[src/rtl/micro_pkg.sv]
// Shared encodings for the multicycle MIPS micro-sequencer.
// State numbers, sequencing codes, mux selects and control-word layout.
package micro_pkg;

    localparam int S_FETCH  = 0;
    localparam int S_DECODE = 1;
    localparam int S_MEMADR = 2;
    localparam int S_MEMRD  = 3;
    localparam int S_MEMWB  = 4;
    localparam int S_MEMWR  = 5;
    localparam int S_EXEC   = 6;
    localparam int S_RDONE  = 7;
    localparam int S_BRANCH = 8;
    localparam int S_JUMP   = 9;
    localparam int S_LAST   = S_JUMP;

    localparam logic [1:0] AC_FETCH = 2'd0;
    localparam logic [1:0] AC_DISP1 = 2'd1;
    localparam logic [1:0] AC_DISP2 = 2'd2;
    localparam logic [1:0] AC_SEQ   = 2'd3;

    localparam logic [1:0] PCS_ALU  = 2'b00;
    localparam logic [1:0] PCS_OUT  = 2'b01;
    localparam logic [1:0] PCS_JMP  = 2'b10;

    localparam logic [1:0] ALU_ADD  = 2'b00;
    localparam logic [1:0] ALU_SUB  = 2'b01;
    localparam logic [1:0] ALU_FUNC = 2'b10;

    localparam logic [1:0] SRCB_REG = 2'b00;
    localparam logic [1:0] SRCB_4   = 2'b01;
    localparam logic [1:0] SRCB_IMM = 2'b10;
    localparam logic [1:0] SRCB_SH  = 2'b11;

    localparam int CW_PC_WRITE  = 0;
    localparam int CW_PC_WCOND  = 1;
    localparam int CW_I_OR_D    = 2;
    localparam int CW_MEM_READ  = 3;
    localparam int CW_MEM_WRITE = 4;
    localparam int CW_IR_WRITE  = 5;
    localparam int CW_MEM2REG   = 6;
    localparam int CW_REG_WRITE = 7;
    localparam int CW_REG_DST   = 8;
    localparam int CW_SRC_A     = 9;
    localparam int CW_PC_SRC    = 10;
    localparam int CW_ALU_OP    = 12;
    localparam int CW_SRC_B     = 14;
    localparam int CW_DONE      = 16;
    localparam int CW_W         = 17;

    // Legal decode targets are the execution entry states 2..9.
    function automatic logic disp1_ok(input logic [3:0] t);
        return (int'(t) >= S_MEMADR) && (int'(t) <= S_LAST);
    endfunction

    // Only lw (MEMRD) and sw (MEMWR) are legal memory-op targets.
    function automatic logic disp2_ok(input logic [3:0] t);
        return (int'(t) == S_MEMRD) || (int'(t) == S_MEMWR);
    endfunction

endpackage

[src/rtl/micro_rom.sv]
// Combinational control store: micro-PC to control word and addr_ctl.
// Unreachable micro-addresses yield an all-zero word and return to fetch.
module micro_rom
    import micro_pkg::*;
#(
    parameter int UPC_W = 4
) (
    input  logic [UPC_W-1:0] upc_i,
    output logic [CW_W-1:0]  cw_o,
    output logic [1:0]       addr_ctl_o
);

    // Decode one micro-state into its control word.
    always_comb begin
        cw_o       = '0;
        addr_ctl_o = AC_FETCH;
        case (int'(upc_i))
            S_FETCH: begin
                cw_o[CW_MEM_READ]          = 1'b1;
                cw_o[CW_IR_WRITE]          = 1'b1;
                cw_o[CW_PC_WRITE]          = 1'b1;
                cw_o[CW_SRC_B +: 2]        = SRCB_4;
                addr_ctl_o                 = AC_SEQ;
            end
            S_DECODE: begin
                cw_o[CW_SRC_B +: 2]        = SRCB_SH;
                addr_ctl_o                 = AC_DISP1;
            end
            S_MEMADR: begin
                cw_o[CW_SRC_A]             = 1'b1;
                cw_o[CW_SRC_B +: 2]        = SRCB_IMM;
                addr_ctl_o                 = AC_DISP2;
            end
            S_MEMRD: begin
                cw_o[CW_MEM_READ]          = 1'b1;
                cw_o[CW_I_OR_D]            = 1'b1;
                addr_ctl_o                 = AC_SEQ;
            end
            S_MEMWB: begin
                cw_o[CW_REG_WRITE]         = 1'b1;
                cw_o[CW_MEM2REG]           = 1'b1;
                cw_o[CW_DONE]              = 1'b1;
            end
            S_MEMWR: begin
                cw_o[CW_MEM_WRITE]         = 1'b1;
                cw_o[CW_I_OR_D]            = 1'b1;
                cw_o[CW_DONE]              = 1'b1;
            end
            S_EXEC: begin
                cw_o[CW_SRC_A]             = 1'b1;
                cw_o[CW_ALU_OP +: 2]       = ALU_FUNC;
                addr_ctl_o                 = AC_SEQ;
            end
            S_RDONE: begin
                cw_o[CW_REG_DST]           = 1'b1;
                cw_o[CW_REG_WRITE]         = 1'b1;
                cw_o[CW_DONE]              = 1'b1;
            end
            S_BRANCH: begin
                cw_o[CW_SRC_A]             = 1'b1;
                cw_o[CW_ALU_OP +: 2]       = ALU_SUB;
                cw_o[CW_PC_WCOND]          = 1'b1;
                cw_o[CW_PC_SRC +: 2]       = PCS_OUT;
                cw_o[CW_DONE]              = 1'b1;
            end
            S_JUMP: begin
                cw_o[CW_PC_WRITE]          = 1'b1;
                cw_o[CW_PC_SRC +: 2]       = PCS_JMP;
                cw_o[CW_DONE]              = 1'b1;
            end
            default: begin
                cw_o       = '0;
                addr_ctl_o = AC_FETCH;
            end
        endcase
    end

endmodule

[src/rtl/micro_sequencer.sv]
// Micro-PC register, next-address mux and retired-instruction counter.
// Define MICRO_SEQ_MEM_WAIT_EN to stall memory states on mem_ready.
module micro_sequencer
    import micro_pkg::*;
#(
    parameter int UPC_W = 4,
    parameter int CNT_W = 32
) (
    input  logic             clk,
    input  logic             rst,
    input  logic [3:0]       dispatch1,
    input  logic [3:0]       dispatch2,
    input  logic             mem_ready,
    output logic [UPC_W-1:0] upc,
    output logic             pc_write,
    output logic             pc_write_cond,
    output logic             i_or_d,
    output logic             mem_read,
    output logic             mem_write,
    output logic             ir_write,
    output logic             mem_to_reg,
    output logic             reg_write,
    output logic             reg_dst,
    output logic             alu_src_a,
    output logic [1:0]       pc_source,
    output logic [1:0]       alu_op,
    output logic [1:0]       alu_src_b,
    output logic             instr_done,
    output logic [CNT_W-1:0] instr_cnt
);

    logic [UPC_W-1:0] upc_q, upc_d, nxt;
    logic [CNT_W-1:0] cnt_q, cnt_d;
    logic [CW_W-1:0]  cw;
    logic [1:0]       addr_ctl;
    logic             stall;
    logic             ready_gate;

    micro_rom #(.UPC_W(UPC_W)) u_rom (
        .upc_i      (upc_q),
        .cw_o       (cw),
        .addr_ctl_o (addr_ctl)
    );

    // Select the next micro-address; illegal dispatch targets refetch.
    always_comb begin
        nxt = '0;
        unique case (addr_ctl)
            AC_SEQ:   nxt = upc_q + 1'b1;
            AC_DISP1: nxt = disp1_ok(dispatch1) ? UPC_W'(dispatch1) : '0;
            AC_DISP2: nxt = disp2_ok(dispatch2) ? UPC_W'(dispatch2) : '0;
            default:  nxt = '0;
        endcase
    end

`ifdef MICRO_SEQ_MEM_WAIT_EN
    // Memory states hold until the memory handshake completes.
    always_comb begin
        stall = 1'b0;
        if (int'(upc_q) == S_FETCH || int'(upc_q) == S_MEMRD ||
            int'(upc_q) == S_MEMWR)
            stall = !mem_ready;
    end
`else
    // Memory is assumed single-cycle; mem_ready is unused.
    always_comb begin
        stall = 1'b0;
        if (mem_ready && 1'b0)
            stall = 1'b1;
    end
`endif

    assign ready_gate = !stall;

    // Drive control outputs; side-effecting strobes wait for memory.
    always_comb begin
        pc_write      = cw[CW_PC_WRITE] & ready_gate;
        pc_write_cond = cw[CW_PC_WCOND];
        i_or_d        = cw[CW_I_OR_D];
        mem_read      = cw[CW_MEM_READ];
        mem_write     = cw[CW_MEM_WRITE];
        ir_write      = cw[CW_IR_WRITE] & ready_gate;
        mem_to_reg    = cw[CW_MEM2REG];
        reg_write     = cw[CW_REG_WRITE];
        reg_dst       = cw[CW_REG_DST];
        alu_src_a     = cw[CW_SRC_A];
        pc_source     = cw[CW_PC_SRC +: 2];
        alu_op        = cw[CW_ALU_OP +: 2];
        alu_src_b     = cw[CW_SRC_B +: 2];
        instr_done    = cw[CW_DONE] & ready_gate;
    end

    // Next-state values for the micro-PC and the retire counter.
    always_comb begin
        upc_d = stall ? upc_q : nxt;
        cnt_d = instr_done ? cnt_q + 1'b1 : cnt_q;
    end

    // State registers; reset abandons any partial instruction.
    always_ff @(posedge clk or posedge rst) begin
        if (rst) begin
            upc_q <= '0;
            cnt_q <= '0;
        end else begin
            upc_q <= upc_d;
            cnt_q <= cnt_d;
        end
    end

    assign upc       = upc_q;
    assign instr_cnt = cnt_q;

endmodule

[config.mk]
export PLATFORM = sky130hd
export DESIGN_NAME = micro_sequencer
export DESIGN_NICKNAME = d
export VERILOG_FILES = /design/src/rtl/micro_pkg.sv /design/src/rtl/micro_rom.sv /design/src/rtl/micro_sequencer.sv
export SDC_FILE = /design/constraint.sdc
export NUM_CORES = 1
export LEC_CHECK = 0
export ABC_AREA = 1
export ABC_CLOCK_PERIOD_IN_PS = 1700
export BUFFER_PORTS_ARGS = -buffer_cell sky130_fd_sc_hd__buf_2
export CAP_MARGIN = 40
export CORE_MARGIN = 4
export CORE_UTILIZATION = 54
export DETAILED_ROUTE_END_ITERATION = 6
export PLACE_DENSITY = 0.85
export SLEW_MARGIN = 30
export SYNTH_ARGS = -nofsm -noshare
export SYNTH_HDL_FRONTEND = slang
export SYNTH_SLANG_ARGS = --single-unit
[constraint.sdc]
create_clock -name clk -period 1.7 [get_ports clk]
set_input_delay 0.085 -clock clk [delete_from_list [all_inputs] [get_ports clk]]
set_output_delay 0.085 -clock clk [all_outputs]
set_load 0.05 [all_outputs]
### Word-level counts from Yosys, hierarchy flattened

Index checks and enable logic that the tools add are counted.

| word-level totals | value |
|---|---|
| register bits after elaboration | 36 |
| bits of input ports | 11 |

| cells by class | value |
|---|---|
| $add $sub $neg | 2 |
| $lt $le $gt $ge | 2 |
| eq/ne operators | 14 |
| muxes and demuxes | 18 |
| reduce and logical (&&, ||, !) cells | 10 |

Operator list:

| kind | number |
|---|---|
| $add A32 B1 Y32 const B | 1 |
| $eq A4 B3 Y1 const B | 5 |
| $eq A4 B4 Y1 const B | 3 |
| $pmux W2 S3 | 2 |
| $pmux W4 S3 | 1 |
| $mux W1 | 11 |
| $eq A4 B2 Y1 const B | 2 |
| $mux W4 | 2 |
| $pmux W2 S2 | 2 |
| $reduce_or A2 Y1 | 4 |
| $reduce_or A3 Y1 | 2 |
| $reduce_or A5 Y1 | 1 |
| $add A4 B1 Y4 const B | 1 |
| $eq A2 B2 Y1 const B | 2 |
| $eq A4 B1 Y1 const B | 1 |
| $ge A4 B2 Y1 const B | 1 |
| $le A4 B4 Y1 const B | 1 |
| $logic_not A4 Y1 | 1 |
| $eq A2 B1 Y1 const B | 1 |
| $logic_and A1 B1 Y1 | 1 |
| $logic_or A1 B1 Y1 | 1 |

### Longest topological paths before layout

Gate-level depths: netlist of run 1.

| logic depth | value |
|---|---|
| depth after elaboration | 5 |
| depth in mapped cells | 10 |
| gate-level depth less buffers | 10 |

### By module

Synthesis of run 1 repeated with hierarchy kept, for this count alone.

| unflattened totals | value |
|---|---|
| cells, all modules | 277 |
| area total of the unflattened synthesis | 2,085.8 um^2 |

By module, submodules not included:

| module | times used | cells each | area an instance (um^2) | seq. area each (um^2) |
|---|---|---|---|---|
| micro_sequencer | 1 | 238 | 1,920.6 | 900.9 |
| micro_rom | 1 | 39 | 165.2 | 0.0 |

### Worst setup path after synthesis of run 1

OpenSTA, ideal clock, no wires.

| timing path | value |
|---|---|
| kind | flip-flop to output port |
| start | register upc_q[0] (netlist: upc[0]) |
| end | output alu_src_a |
| arrival | 2.463 ns |
| required time | 1.615 ns |
| slack | -0.848 ns |
| stages on the path, launching flop included | 6 |
| cells stage by stage | dfrtp_1 inv_1 ha_1 inv_1 nor3_2 o21bai_1 |

| on the way | value |
|---|---|
| cells in the longest elaborated chain, start to end | 3 |

Ends and longest elaborated chain:

| item | line | source |
|---|---|---|
| from (decl) | micro_sequencer.sv:32 | `logic [UPC_W-1:0] upc_q, upc_d, nxt;` |
| from (signal assigned) | micro_sequencer.sv:105 | `upc_q <= upc_d;` |
| $eq A4 B2 Y1 (tied with other cells) | micro_rom.sv:17 | `case (int'(upc_i))` |
| $reduce_or A3 Y1 (no line) (*) | n/a |  |
| $mux W1 (*) | micro_rom.sv:17 |  |
| to (decl) | micro_sequencer.sv:24 | `output logic alu_src_a,` |

Mark *: on every way between the ends. The rest lies on a longest branch, timed or not.

### Worst setup path after layout of run 1

| timing path | value |
|---|---|
| start | register upc_q[0] (netlist: upc[0]) |
| end | output mem_read |

| on the way | value |
|---|---|
| cells in the longest elaborated chain, start to end | 3 |

Ends and longest elaborated chain:

| item | line | source |
|---|---|---|
| $eq A4 B2 Y1 or $logic_not A4 Y1 (tied branches) | micro_rom.sv:17 |  |
| $reduce_or A2 Y1 (no line) (*) | n/a |  |
| $mux W1 (*) | micro_rom.sv:17 |  |
| to (decl) | micro_sequencer.sv:18 | `output logic mem_read,` |

Marked as above.

==> results of run 1 <==
==> layout make-up <==
class                   count  area [µm²]  share of cell area
multi-input cells         295        1545              0.4506
clock buffers               5       68.82             0.02007
inverters                  50       197.7             0.05764
well taps                  52       65.06             0.01897
clock inverters             3       42.54             0.01240
repair buffers             87       601.8              0.1755
flip-flops and latches     36       908.4              0.2649
==> metrics by stage <==
step                TNS (ns)  instances
finish               -0.8485        528
global route          -2.278        528
CTS                  -0.3880        524
detailed placement  -0.05658        508
global placement           0        508
floorplan             -2.331        387
==> cells in the mapped netlist (2+ instances only) <==
master / count
inv_2: 3
nor2_1: 57
inv_1: 47
dfrtp_1: 36
a21oi_1: 2
nand3_1: 32
clkbuf_1: 2
nor3_1: 3
xor2_1: 7
o21ai_2: 3
ha_1: 5
nand4_1: 6
nand2_1: 138
xnor2_1: 8
o21ai_0: 9
nor3_2: 2
buf_4: 3
nand2_2: 5
nor2_2: 5
==> flip-flops by register name, indices dropped and copies added (netlist names) <==
register	flops
upc	4
instr_cnt	32
==> repair_timing <==
action	4_1_cts	5_1_grt
endpoints found under the hold margin	36	0
pin swaps	4	3
hold buffers	1	0
setup buffers	6	4
gates cloned	1	0
endpoints found under the setup margin	21	33
resized for setup	15	31
==> worst paths after layout <==
check | startpoint | endpoint | depth (start not counted)
max in group asynchronous | rst | upc[3] | 4
min in group asynchronous | rst | instr_cnt[0] | 4
hold reg to reg | instr_cnt[6] | instr_cnt[6] | 1
setup / recovery | upc[0] | mem_read | 6
hold / removal | dispatch1[0] | upc[0] | 3
setup reg to reg | upc[0] | upc[2] | 10
==> layer usage <==
metal,track usage,wire length (µm)
met1,0.3009,3052
met2,0.4503,3872
met3,0.05035,640
met4,0.1304,453
met5,0,0
==> worst max-delay path, stage by stage, from the launching register on <==
cell and delay [ns]:
dfrtp_2 0.47, ha_2 0.23, buf_4 0.15, o21ai_0 0.20, buf_4 0.16, inv_1 0.03
buf_4 0.18
==> cells by family (layout without fill, tap and decap cells) <==
family	count (synthesis)	after routing
compound gates	16	16
simple gates	257	258
xor+xnor	16	16
buf+inv	57	145
fa+ha+maj	5	5
flops	36	36
==> report_power, final <==
| part | switching [mW] | internal, mW | leakage, nW | total (mW) |
|---|---|---|---|---|
| combinational | 2.02 | 1.06 | 1.20 | 3.09 |
| clock | 0.344 | 0.434 | 0.0541 | 0.778 |
| sequential | 0.134 | 0.946 | 0.488 | 1.08 |
==> metrics.txt, run 1 <==
Max-cap violations 0; Max Freq 548.1 MHz; Post-Synth Simple-Gate Area 0.4358; Routed Antenna Nets 0; P_leak 1.742 nW; Critical Path RT 1.62 ns; Tot Pwr 4.943 mW; number of port buffers 62; post-synthesis mux area share 0; worst slew pin tran 0.4704 ns; maximum VDD drop 1457 µV; Cell Pwr Density 1441 mW/mm²; xor/xnor share of the synthesized area 0.05765; Area Overhead vs Synth 33.90%; sequential fraction of the synthesis area 0.3517; Post-Syn Area per Cell 6.618 µm²; HP Class in -> reg; Pins Over Slew Limit 0; routed len/inst 15.19 µm; nets 491; Adder-Cell Fraction of Synth Area 0.02443; most frequent cells in the layout 138 x nand2_1, 54 x nor2_1, 48 x buf_2; DR iter-0 viols 239; Clock Pin Slew Worst Setup and Hold Paths 0.08 ns; first-pass GRT wire length 12,350 µm; outcome complete, but fails checks; final setup violation count 19; top post-synthesis cells by area dfrtp_1 35%, nand2_1 20%, nor2_1 8.4%; design area 0.003430 mm²; H-tree depth 2; GPL Wtd Cong 0.9580; startpoint types flip-flop; post-synth top area cell dfrtp_1; Core Region 0.004474 mm²; share of layout cells above drive strength 1 0.3025; worst slack, placed -0.03097 ns; syn_nets 403; Max FO, Critical Path 5; num rows 24; area fraction of the dominant cell type after synthesis 0.3517; hpwl dp 5176 µm; Top Ports 64; CTS tree yes; die area 0.005909 mm²; final hold viol count 0; Final min period 1.824 ns; clock buffer count from CTS 5; Period Utilization, post-route 1.073; share of synthesized registers carrying an async set or reset 1.000; Routed WL 8018 µm; largest family of logic cells by synthesized area simple AND/OR/NAND/NOR gates; violated checks negative setup slack; number of synthesized flops with an enable pin 0; via count 2,947; grt total ovfl 0; Sink Count 36; root buf cell clkbuf_8; Synth Area in Compound Gates 0.03762; DRT Pass-1 Iters 6; FF+latch count, synth 36; DR DRC count 0; unrepaired setup endpoints after global routing yes; initial antenna violation count 0; clock buffer depth 2; Total Routing Usage GR 0.2586; leading cell type in the layout, fill and taps excluded nand2_1; Most used DFF post-synth dfrtp_1; largest net degree at the start of global routing 37; die span in x 76.87 µm; vias in the first global route 2,699; reg2reg setup slack -0.06 ns; Post-Route Utilization 0.7665; CP endpoint kind primary output; clock skew 0.006246 ns; Slew HR 0.6864; Worst Setup Path Type reg -> out; Die Height 76.87 µm; Via density 5.581; Syn Std Cell Area 0.002561 mm²; Ys Warns 0; initial core utilization 0.5724; clk_lat worst skew 0.30 ns; fin worst setup slack -0.1245 ns; crit path DAT 1.74 ns; ANT cells 0; Yosys cell types 33; hold_ws 0.03164 ns; placed cell area 0.003075 mm²; Post-Syn Instances 387; Fill cells 320
(Power assumes the default switching activity.)
==> run 2: changes to the inputs <==
--- a/config.mk
+++ b/config.mk
@@ -5,15 +5,13 @@
 export SDC_FILE = /design/constraint.sdc
 export NUM_CORES = 1
 export LEC_CHECK = 0
-export ABC_AREA = 1
 export ABC_CLOCK_PERIOD_IN_PS = 1700
 export BUFFER_PORTS_ARGS = -buffer_cell sky130_fd_sc_hd__buf_2
 export CAP_MARGIN = 40
 export CORE_MARGIN = 4
-export CORE_UTILIZATION = 54
+export CORE_UTILIZATION = 50
 export DETAILED_ROUTE_END_ITERATION = 6
-export PLACE_DENSITY = 0.85
-export SLEW_MARGIN = 30
+export PLACE_DENSITY = 0.83
 export SYNTH_ARGS = -nofsm -noshare
 export SYNTH_HDL_FRONTEND = slang
 export SYNTH_SLANG_ARGS = --single-unit
==> run 2 against run 1 <==
  * The run still ends with negative setup slack left
  * Clock power shrank 5.3%
  * Routed wire length shrank 32%
  * Cell area shrank 13%
  * Final cell count shrank 36%
  * Critical path depth grew 3
  * Largest cell class unchanged
  * Largest power group unchanged
==> metrics.txt, run 2 <==
met3 Track Usage GR 0.05114 (was 0.05035); Slew HR 0.6908 (was 0.6864); Yosys cell types 36 (was 33); Area Overhead vs Synth 51.05% (was 33.90%); Post-Syn Area per Cell 10.57 µm² (was 6.618 µm²); Synth top cells by count 36 x dfrtp_1, 29 x xnor2_1, 15 x nand3_1, 14 x nor2_1, 13 x nand2_1 (was 138 x nand2_1, 57 x nor2_1, 47 x inv_1, 36 x dfrtp_1, 32 x nand3_1); xor/xnor share of the synthesized area 0.1560 (was 0.05765); Post-Synth Simple-Gate Area 0.2693 (was 0.4358); Post-Syn Instances 186 (was 387); share of synthesized registers carrying an async set or reset 1.000 (unchanged); initial core utilization 0.5251 (was 0.5724); DR DRC count 0 (unchanged); most frequent cells in the layout 55 x buf_2, 32 x dfrtp_1, 30 x buf_4 (was 138 x nand2_1, 54 x nor2_1, 48 x buf_2); area fraction of the dominant cell type after synthesis 0.4583 (was 0.3517); Max Freq 554.5 MHz (was 548.1 MHz); outcome complete, but fails checks (unchanged); Cell Pwr Density 1512 mW/mm² (was 1441 mW/mm²); GPL Wtd Cong 0.8067 (was 0.9580); final hold viol count 0 (unchanged); nets 303 (was 491); number of port buffers 62 (unchanged); Routed Antenna Nets 0 (unchanged); post-synthesis mux area share 0.005729 (was 0); die span in x 70.70 µm (was 76.87 µm); most frequent cell after synthesis dfrtp_1 (was nand2_1); crit path DAT 1.98 ns (was 1.74 ns); worst slew pin tran 0.4638 ns (was 0.4704 ns); met2 Usage GRT 0.3378 (was 0.4503); Core Region 0.003744 mm² (was 0.004474 mm²); CP max stage cell dfrtp_2 (unchanged); clock skew 0.006428 ns (was 0.006246 ns); largest net degree at the start of global routing 37 (unchanged); top post-synthesis cells by area dfrtp_1 46%, xnor2_1 13%, nand3_1 3.8% (was dfrtp_1 35%, nand2_1 20%, nor2_1 8.4%); sequential fraction of the synthesis area 0.4583 (was 0.3517); Max FO, Critical Path 5 (unchanged); ANT cells 0 (unchanged); Die Height 70.70 µm (was 76.87 µm); Period Utilization, post-route 1.061 (was 1.073); grt total ovfl 0 (unchanged); Top Usage Layer GRT met2 (unchanged); CTS tree yes (unchanged); clock buffer count from CTS 5 (unchanged); final setup violation count 18 (was 19); largest family of logic cells by synthesized area simple AND/OR/NAND/NOR gates (unchanged); Via density 5.357 (was 5.581); Sum Neg Setup Slack -0.7369 ns (was -0.8485 ns); P_leak 1.561 nW (was 1.742 nW); Adder-Cell Fraction of Synth Area 0.03183 (was 0.02443); Worst Setup Path Type reg -> reg (was reg -> out); Clock Pin Slew Worst Setup and Hold Paths 0.07 ns (was 0.08 ns); hpwl dp 3397 µm (was 5176 µm); num rows 22 (was 24); vias in the first global route 1,714 (was 2,699); number of synthesized flops with an enable pin 0 (unchanged); unrepaired setup endpoints after global routing yes (unchanged); routed len/inst 16.30 µm (was 15.19 µm); Final min period 1.804 ns (was 1.824 ns); worst path cell trace inv_4 -> ha_4 -> nor2_4 -> o2bb2ai_4 -> nor4b_4 -> buf_4 -> buf_6 -> nand3_2 -> xnor2_1 (was ha_2 -> buf_4 -> o21ai_0 -> buf_4 -> inv_1 -> buf_4); fin worst setup slack -0.1036 ns (was -0.1245 ns); leading cell type in the layout, fill and taps excluded buf_2 (was nand2_1); Most used DFF post-synth dfrtp_1 (unchanged); Syn Std Cell Area 0.001966 mm² (was 0.002561 mm²); violated checks negative setup slack (unchanged); DRT Pass-1 Iters 4 (was 6); startpoint types flip-flop (unchanged); Top Ports 64 (unchanged); die area 0.004998 mm² (was 0.005909 mm²); post-synth top area cell dfrtp_1 (unchanged); maximum VDD drop 996.5 µV (was 1457 µV); clock buffer depth 2 (unchanged); H-tree depth 2 (unchanged); Ys Warns 0 (unchanged); Sink Count 36 (unchanged); HP Class in -> reg (unchanged); Total Routing Usage GR 0.1999 (was 0.2586); Largest register FFs 32 (unchanged); syn_nets 202 (was 403); met1 Use GR 0.2446 (was 0.3009); via count 1,800 (was 2,947); Critical Path RT 1.87 ns (was 1.62 ns); Max-cap violations 0 (unchanged); CP endpoint kind flip-flop (was primary output); DR iter-0 viols 91 (was 239); first-pass GRT wire length 8024 µm (was 12,350 µm); root buf cell clkbuf_8 (unchanged); Synth Area in Compound Gates 0.04774 (was 0.03762); Routed WL 5477 µm (was 8018 µm); Pins Over Slew Limit 0 (unchanged); clk_lat worst skew 0.29 ns (was 0.30 ns); initial antenna violation count 0 (unchanged); share of layout cells above drive strength 1 0.5451 (was 0.3025); crit-path max cell delay 0.44 ns (was 0.47 ns); FF+latch count, synth 36 (unchanged); hold_ws 0.01033 ns (was 0.03164 ns)
==> run 2: final cells by class <==
type	instances	area [µm²]
Multi-Input combinational cell	138	1184
Clock buffer	5	68.82
Timing Repair Buffer	100	683.2
Inverter	6	25.02
Sequential cell	36	905.9
Clock inverter	3	42.54
Fill cell	230	774.5
Tap cell	48	60.06
==> run 2: worst paths after layout <==
| kind | startpoint | to | slack (ns) | depth (start not counted) |
|---|---|---|---|---|
| setup / recovery | upc[1] | instr_cnt[21] | -0.10 | 9 |
| hold / removal | dispatch1[1] | upc[1] | 0.01 | 3 |
| setup reg to reg | upc[1] | instr_cnt[21] | -0.10 | 9 |
| hold reg to reg | instr_cnt[17] | instr_cnt[17] | 0.49 | 1 |
| max in group asynchronous | rst | upc[3] | 0.91 | 4 |
| min in group asynchronous | rst | instr_cnt[17] | 0.44 | 4 |
==> run 2: timing repair <==
| action | 4_1_cts | 5_1_grt |
|---|---|---|
| pin swaps | 5 | 21 |
| buffers inserted | 1 | 9 |
| hold buffers | 1 | 0 |
| gates cloned | 0 | 2 |
| hold endpoints to repair | 36 | 0 |
| endpoints found under the setup margin | 10 | 33 |
| resized for setup | 22 | 40 |
==> run 2: routing by layer <==
layer / part of all wire / vias to the layer above
li1: - / 845
met1: 0.41 / 882
met2: 0.51 / 60
met3: 0.053 / 13
met4: 0.026 / 0
met5: 0 / -
==> run 2: logic make-up after synthesis <==
family	Yosys count
XOR/XNOR	35
AND/OR/NAND/NOR	86
flip-flops	36
adder cells (fa/ha/maj)	5
buffers and inverters	12
AO/OA/AOI/OAI	11
multiplexers	1
==> run 2: metrics by stage <==
| step | setup WS [ns] | power, mW | instances | area (µm²) | util |
|---|---|---|---|---|---|
| finish | -0.1036 | 4.488 | 336 | 2969 | 0.7931 |
| global route | -0.1870 | 4.678 | 336 | 2969 | 0.7931 |
| CTS | -0.03084 | 4.225 | 326 | 2758 | 0.7366 |
| detailed placement | -0.02069 | 3.272 | 316 | 2546 | 0.6801 |
| global placement | 0.04369 | 3.236 | 316 | 2546 | 0.6801 |
| floorplan | -0.4594 | 2.727 | 186 | 2036 | - |
==> run 2: critical path, delay by kind of cell, from the launching register on <==
kind	cells	cell delay (ns)
adder cells (fa/ha/maj)	1	0.16
AND/OR/NAND/NOR	3	0.40
XOR/XNOR	1	0.13
AO/OA/AOI/OAI	1	0.18
flip-flops	1	0.44
buffers and inverters	3	0.37
==> run 2: power breakdown <==
group,internal (mW),switching (mW),total (mW)
clock,0.434,0.303,0.737
combinational,1.01,1.68,2.69
sequential,0.949,0.108,1.06
